--- src/rtl/dt_pkg.sv ---
// Shared types and geometry for the distance-transform result scanner.
package dt_pkg;
  localparam int IMG_W_LOG2 = 7;
  localparam int IMG_H_LOG2 = 7;
  localparam int DW         = 8;
  localparam int ADDR_W     = 14;
  localparam logic [ADDR_W-1:0] LAST_ADDR = 14'h3FFF;

  typedef struct packed {
    logic [ADDR_W-1:0] addr;
    logic [DW-1:0]     data;
  } pix_beat_t;

  typedef enum logic [1:0] {IDLE, SCAN, DRAIN, DONE} state_e;
endpackage

--- src/rtl/dt_skid_fifo.sv ---
// Two-entry FIFO decoupling RAM read latency from the output stream.
module dt_skid_fifo
  import dt_pkg::*;
(
  input  logic       clk,
  input  logic       reset,
  input  logic       push_i,
  input  logic       pop_i,
  input  pix_beat_t  din_i,
  output pix_beat_t  dout_o,
  output logic       full_o,
  output logic       empty_o,
  output logic [1:0] count_o
);
  pix_beat_t  mem_q [2];
  logic       wr_q, rd_q;
  logic [1:0] cnt_q;
  logic       do_push, do_pop;

  assign empty_o = (cnt_q == 2'd0);
  assign full_o  = (cnt_q == 2'd2);
  assign count_o = cnt_q;
  assign dout_o  = mem_q[rd_q];

  // When full, a push is accepted only alongside a pop (slot freed same edge).
  assign do_push = push_i & (~full_o | pop_i);
  assign do_pop  = pop_i & ~empty_o;

  always_ff @(posedge clk) begin
    if (reset) begin
      mem_q[0] <= '0;
      mem_q[1] <= '0;
      wr_q     <= 1'b0;
      rd_q     <= 1'b0;
      cnt_q    <= 2'd0;
    end else begin
      if (do_push) begin
        mem_q[wr_q] <= din_i;
        wr_q        <= ~wr_q;
      end
      if (do_pop) rd_q <= ~rd_q;
      cnt_q <= cnt_q + {1'b0, do_push} - {1'b0, do_pop};
    end
  end
endmodule

--- src/rtl/dt_result_scan.sv ---
// Raster scan of the DT result RAM: streams pixels and gathers max/nonzero stats.
// Optional DT_THRESH_EN adds a thresh input filtering streamed pixels.
module dt_result_scan
  import dt_pkg::*;
(
  input  logic              clk,
  input  logic              reset,
  input  logic              dt_done,
`ifdef DT_THRESH_EN
  input  logic [DW-1:0]     thresh,
`endif
  output logic              res_rd,
  output logic [ADDR_W-1:0] res_addr,
  input  logic [DW-1:0]     res_di,
  output logic              out_valid,
  input  logic              out_ready,
  output logic [DW-1:0]     out_data,
  output logic [ADDR_W-1:0] out_addr,
  output logic              out_last,
  output logic [DW-1:0]     max_dist,
  output logic [ADDR_W-1:0] max_addr,
  output logic [ADDR_W:0]   nz_count,
  output logic              stat_valid,
  output logic              scan_done
);
  state_e            state_q, state_d;
  logic [ADDR_W-1:0] rd_ptr_q, rd_ptr_d, cap_addr_q;
  logic              dt_done_q, inflight_q;
  logic [DW-1:0]     max_q;
  logic [ADDR_W-1:0] max_addr_q;
  logic [ADDR_W:0]   nz_q;
  logic              stat_valid_q;
  logic              start, issue, pop, pass, fifo_empty, fifo_full_unused;
  logic [1:0]        fifo_cnt;
  logic [2:0]        occ;
  pix_beat_t         head, cap_beat;

`ifdef DT_THRESH_EN
  logic [DW-1:0] thresh_q;
  assign pass = (res_di >= thresh_q);
`else
  assign pass = 1'b1;
`endif

  assign start = (state_q == IDLE) & dt_done & ~dt_done_q;
  assign pop   = out_valid & out_ready;
  // Credit counts the slot freed by this cycle's pop so ready=1 sustains 1 beat/cycle.
  assign occ   = {1'b0, fifo_cnt} + {2'b0, inflight_q} - {2'b0, pop};
  assign issue = (state_q == SCAN) && (occ < 3'd2);

  assign res_rd   = issue;
  assign res_addr = rd_ptr_q;
  assign cap_beat = '{addr: cap_addr_q, data: res_di};

  dt_skid_fifo u_fifo (
    .clk     (clk),
    .reset   (reset),
    .push_i  (inflight_q & pass),
    .pop_i   (pop),
    .din_i   (cap_beat),
    .dout_o  (head),
    .full_o  (fifo_full_unused),
    .empty_o (fifo_empty),
    .count_o (fifo_cnt)
  );

  assign out_valid  = ~fifo_empty;
  assign out_data   = head.data;
  assign out_addr   = head.addr;
  assign out_last   = out_valid & (head.addr == LAST_ADDR);
  assign max_dist   = max_q;
  assign max_addr   = max_addr_q;
  assign nz_count   = nz_q;
  assign stat_valid = stat_valid_q;
  assign scan_done  = (state_q == DONE);

  always_comb begin
    state_d  = state_q;
    rd_ptr_d = rd_ptr_q;
    case (state_q)
      IDLE:  if (start) begin
               state_d  = SCAN;
               rd_ptr_d = '0;
             end
      SCAN:  if (issue) begin
               if (rd_ptr_q == LAST_ADDR) state_d = DRAIN;
               else                       rd_ptr_d = rd_ptr_q + 1'b1;
             end
      DRAIN: if (!inflight_q && fifo_empty) state_d = DONE;
      DONE:  state_d = IDLE;
      default: state_d = IDLE;
    endcase
  end

  always_ff @(posedge clk) begin
    if (reset) begin
      state_q      <= IDLE;
      rd_ptr_q     <= '0;
      cap_addr_q   <= '0;
      dt_done_q    <= 1'b0;
      inflight_q   <= 1'b0;
      max_q        <= '0;
      max_addr_q   <= '0;
      nz_q         <= '0;
      stat_valid_q <= 1'b0;
`ifdef DT_THRESH_EN
      thresh_q     <= '0;
`endif
    end else begin
      state_q    <= state_d;
      rd_ptr_q   <= rd_ptr_d;
      dt_done_q  <= dt_done;
      inflight_q <= issue;
      if (issue) cap_addr_q <= rd_ptr_q;
`ifdef DT_THRESH_EN
      if (start) thresh_q <= thresh;
`endif
      if (start) begin
        max_q        <= '0;
        max_addr_q   <= '0;
        nz_q         <= '0;
        stat_valid_q <= 1'b0;
      end else begin
        // Stats see every captured pixel, filtered or not; strict > keeps the first max.
        if (inflight_q) begin
          if (res_di > max_q) begin
            max_q      <= res_di;
            max_addr_q <= cap_addr_q;
          end
          nz_q <= nz_q + {{ADDR_W{1'b0}}, (res_di != '0)};
        end
        if (state_q == DRAIN && state_d == DONE) stat_valid_q <= 1'b1;
      end
    end
  end
endmodule
--- config.mk ---
export PLATFORM = sky130hd
export DESIGN_NAME = dt_result_scan
export DESIGN_NICKNAME = d
export VERILOG_FILES = /design/src/rtl/dt_pkg.sv /design/src/rtl/dt_skid_fifo.sv /design/src/rtl/dt_result_scan.sv
export SDC_FILE = /design/constraint.sdc
export NUM_CORES = 1
export LEC_CHECK = 0
export ABC_AREA = 1
export CAP_MARGIN = 20
export CORE_MARGIN = 8
export CORE_UTILIZATION = 35
export CTS_CLUSTER_SIZE = 25
export DETAILED_ROUTE_END_ITERATION = 16
export GPL_TIMING_DRIVEN = 0
export SYNTH_ARGS = -nofsm -noshare
export SYNTH_HDL_FRONTEND = slang
export SYNTH_SLANG_ARGS = --single-unit
--- constraint.sdc ---
create_clock -name clk -period 2.4 [get_ports clk]
set_input_delay 0.48 -clock clk [delete_from_list [all_inputs] [get_ports clk]]
set_output_delay 0.48 -clock clk [all_outputs]
set_load 0.005 [all_outputs]
==> results.sh <==
export IMPL_via_per_inst=4.58
export IMPL_synth_area_mux_share_pct=0
export IMPL_placed_cell_area_mm2=0.00670
export IMPL_synth_nets=733
export IMPL_synth_simple_area_share_pct=28.6
export IMPL_hold_start="reset"
export IMPL_dr_pass1_iters=4
export IMPL_synth_distinct_cells=36
export IMPL_tightest_slew_ps=542
export IMPL_instances_no_fill=1051
export IMPL_syn_inst=706
export IMPL_use_met1_pct=18.8
export IMPL_violations="negative setup slack"
export IMPL_slew_headroom_pct=63.9
export IMPL_worst_path_max_fanout=2
export IMPL_switchingPower_mw=2.05
export IMPL_internal_power_mw=4.93
export IMPL_skew_ps=5.82
export IMPL_num_vias=4812
export IMPL_drive_gt1_share_pct=13.4
export IMPL_final_common_cell="nand2_1"
export IMPL_place_gp_congestion=0.829
export IMPL_grt_max_degree=23
export IMPL_grt_pass1_wl_mm=24.0
export IMPL_grt_met2_usage_pct=24.5
export IMPL_dieArea_mm2=0.0201
export IMPL_grt_busiest_layer="met2"
export IMPL_fill_cells=1546
export IMPL_fp_dieW_um=142
export IMPL_drc_errors=0
export IMPL_synth_seq_cells=119
export IMPL_rsz0062_at_grt="true"
export IMPL_start_util_pct=35.3
export IMPL_slew_viol_final=0
export IMPL_clock_sinks=119
export IMPL_r2r_slack_ps=10
export IMPL_numCtsBuffers=17
export IMPL_cts_root_buf="clkbuf_16"
export IMPL_reg2reg_from="u_fifo.count_o[1]$_SDFF_PP0_"
export IMPL_setup_viol=1
export IMPL_yosysTopAreaCell="dfxtp_1"
export IMPL_critical_path_class="reg -> out"
export IMPL_crit_arrival_ps=2140
export IMPL_crit_required_ps=1920
export IMPL_min_period_ps=2620
export IMPL_synth_top_area_share_pct=27.1
export IMPL_antenna_found_initial=0
export IMPL_power_density_mw_per_mm2=921
export IMPL_cts_buffer_depth=2
export IMPL_hold_depth=2
export IMPL_worstHoldPathType="in -> reg"
export IMPL_nNetsFinal=849
export IMPL_core_rowCount=46
export IMPL_fin_total_pwr_mw=6.98
export IMPL_synthToLayoutAreaGrowth_pct=36.7
export IMPL_hpwlAfterDp_mm=10.7
export IMPL_crit_path_end_kind="output pin"
export IMPL_hold_viol_final=0
export IMPL_p_sw_share_pct=29.4
export IMPL_rr_worst_depth=16
export IMPL_path_clk_slew_ps=50
export IMPL_cts_tree="yes"
export IMPL_synth_compound_area_share_pct=8.48
export IMPL_whs_endpoint="res_addr[12]$_SDFFE_PP0P_"
export IMPL_cap_viol_max_count=0
export IMPL_core_area_mm2=0.0157
export IMPL_grt_pass1_vias=4678
export IMPL_die_height_um=142
export IMPL_place_inst=1010
export IMPL_max_freq_ghz=0.381
export IMPL_fin_area_mm2=0.00758
export IMPL_layout_common_cells="nand2_1 (153), nor2_1 (123), clkdlybuf4s50_1 (85), dfxtp_1 (72), inv_1 (68)"
export IMPL_clkPwrFrac_pct=36.7
export IMPL_start_kind="flop"
export IMPL_p_leak_nw=2.92
export IMPL_boundaryPins=90
export IMPL_r2r_end="res_addr[9]$_SDFFE_PP0P_"
export IMPL_synth_top_family_by_area="simple AND/OR/NAND/NOR gates"
export IMPL_syn_cell_area_mm2=0.00555
export IMPL_vdd_drop_max_mv=0.500
export IMPL_totalWireLength_mm=14.8
export IMPL_synth_area_leaders="dfxtp_1 (27%), edfxtp_1 (24%), nand2_1 (11%), nor2_1 (8.7%), a21oi_1 (5.3%)"
export IMPL_ys_seq_area_share_pct=50.9
export IMPL_cpPeakStageDelay_ps=480
export IMPL_fin_ws_ps=-222
export IMPL_seqPwrFrac_pct=35.0
export IMPL_ys_warn_count=0
export IMPL_path_cells="nor2_4 > nor2_4 > ha_4 > inv_4 > nand2_2 > fa_1 > a21boi_2 > nand2_2 > inv_2 > buf_6"
export IMPL_grtUsageTotal_pct=15.2
export IMPL_outcome="finished, violations left"
export IMPL_yosys_area_share_adder_pct=3.52
export IMPL_synthXorXnorAreaFrac_pct=0.632
export IMPL_p_comb_share_pct=28.4
export IMPL_insertion_delay_ps=410
export IMPL_wl_per_cell_um=14.1
export IMPL_slowest_stage="fa_1"
export IMPL_ant_nets=0
export IMPL_diodes=0
export IMPL_avgSynthCellArea_um2=7.86
export IMPL_detail_route_iter0_violations=297
export IMPL_gr_usage_met3_pct=4.40
export IMPL_htree_levels=4
export IMPL_io_buffer_count=88
export IMPL_grt_overflow=0
export IMPL_period_share_pct=109
==> power by group through the flow <==
stage | Clock, mW | Sequential [mW] | Combinational (mW)
after floorplan | 0 | 2.44 | 0.936
after global placement | 0 | 2.47 | 1.60
after detailed placement | 0 | 2.47 | 1.61
after CTS | 2.61 | 2.44 | 1.90
after global routing | 2.69 | 2.46 | 2.20
final | 2.56 | 2.44 | 1.98
==> repair_timing <==
action,in CTS,in global routing
gates cloned,2,0
setup buffers,18,2
hold buffers,0,0
resized for setup,42,33
endpoints found under the setup margin,42,74
pin swaps,9,11
==> cells by family after synthesis <==
kind of cell,after synthesis
buf+inv,105
fa+ha+maj,15
flops,119
simple gates,372
compound gates,91
xor+xnor,4
==> worst max-delay path by stage <==
stage / start / to / slack [ps] / cells past startpoint
final: u_fifo.count_o[1]$_SDFF_PP0_ / res_rd / -220 / 10
after global routing: u_fifo.count_o[1]$_SDFF_PP0_ / res_rd / -310 / 10
after CTS: u_fifo.count_o[0]$_SDFF_PP0_ / res_rd / -260 / 10
after detailed placement: out_ready / res_rd / -1040 / 11
after global placement: out_ready / res_rd / -1050 / 11
after floorplan: out_ready / res_addr[4]$_SDFFE_PP0P_ / 9 / 13
==> layer usage <==
layer  vias to the layer above  wire length [um]
met5                         -                 0
met4                         0               256
met3                        24               817
met2                        92              6960
met1                      2168              6760
li1                       2528                 -
==> registers in the layout (all words and copies together), names as in the netlist, named ones only <==
register	flops
max_dist	8
u_fifo.count_o	2
u_fifo.rd_q	1
cap_addr_q	14
dt_done_q	1
state_q	2
stat_valid	1
max_addr	14
nz_count	15
u_fifo.wr_q	1
inflight_q	1
res_addr	14
u_fifo.mem_q	44
==> cell usage after synthesis <==
cell type,number
inv_1,72
nor2_2,6
nor4_1,2
xor2_1,3
inv_4,1
nor2_4,2
clkinv_1,1
o21ai_0,28
nand2_2,3
dfxtp_1,75
fa_1,1
nand3_1,45
nor2_1,128
a21oi_1,59
and2_1,1
nor3_1,7
inv_2,2
nand3_4,1
buf_4,1
nor3b_1,2
or2_2,2
buf_6,2
nand2_1,158
ha_1,14
xnor2_1,1
a211oi_1,1
edfxtp_1,44
o21a_1,1
a31oi_2,1
nand4_2,1
nand4_1,12
nor3_2,1
nand2_4,1
a21boi_0,1
clkbuf_1,8
buf_2,18
==> per-stage QoR <==
step	hold WS, ps	setup slack [ps]	setup TNS, ps	utilization, %
after global routing	433	-310	-1290	48.3
final	390	-222	-222	48.3
after global placement	439	-1050	-37180	42.6
after floorplan	426	8.61	0	-
after CTS	383	-258	-272	47.7
after detailed placement	462	-1040	-38140	42.6
==> worst max-delay path, delay by kind of cell, from the launching register on <==
kind	cells	cell delay, ps
compound gates	1	160
buf+inv	3	210
simple gates	4	300
flops	1	350
fa+ha+maj	2	690
==> layout make-up <==
class                   instances  area [um^2]  area share (%)
clock inverters                13          160            2.11
repair buffers                 97          991            13.1
flip-flops and latches        119         2830            37.3
inverters                      76          295            3.89
well taps                     216          270            3.56
plain buffers                  29          194            2.56
multi-input cells             482         2410            31.8
clock buffers                  19          433            5.71
Power figures use the tool's default switching activity.
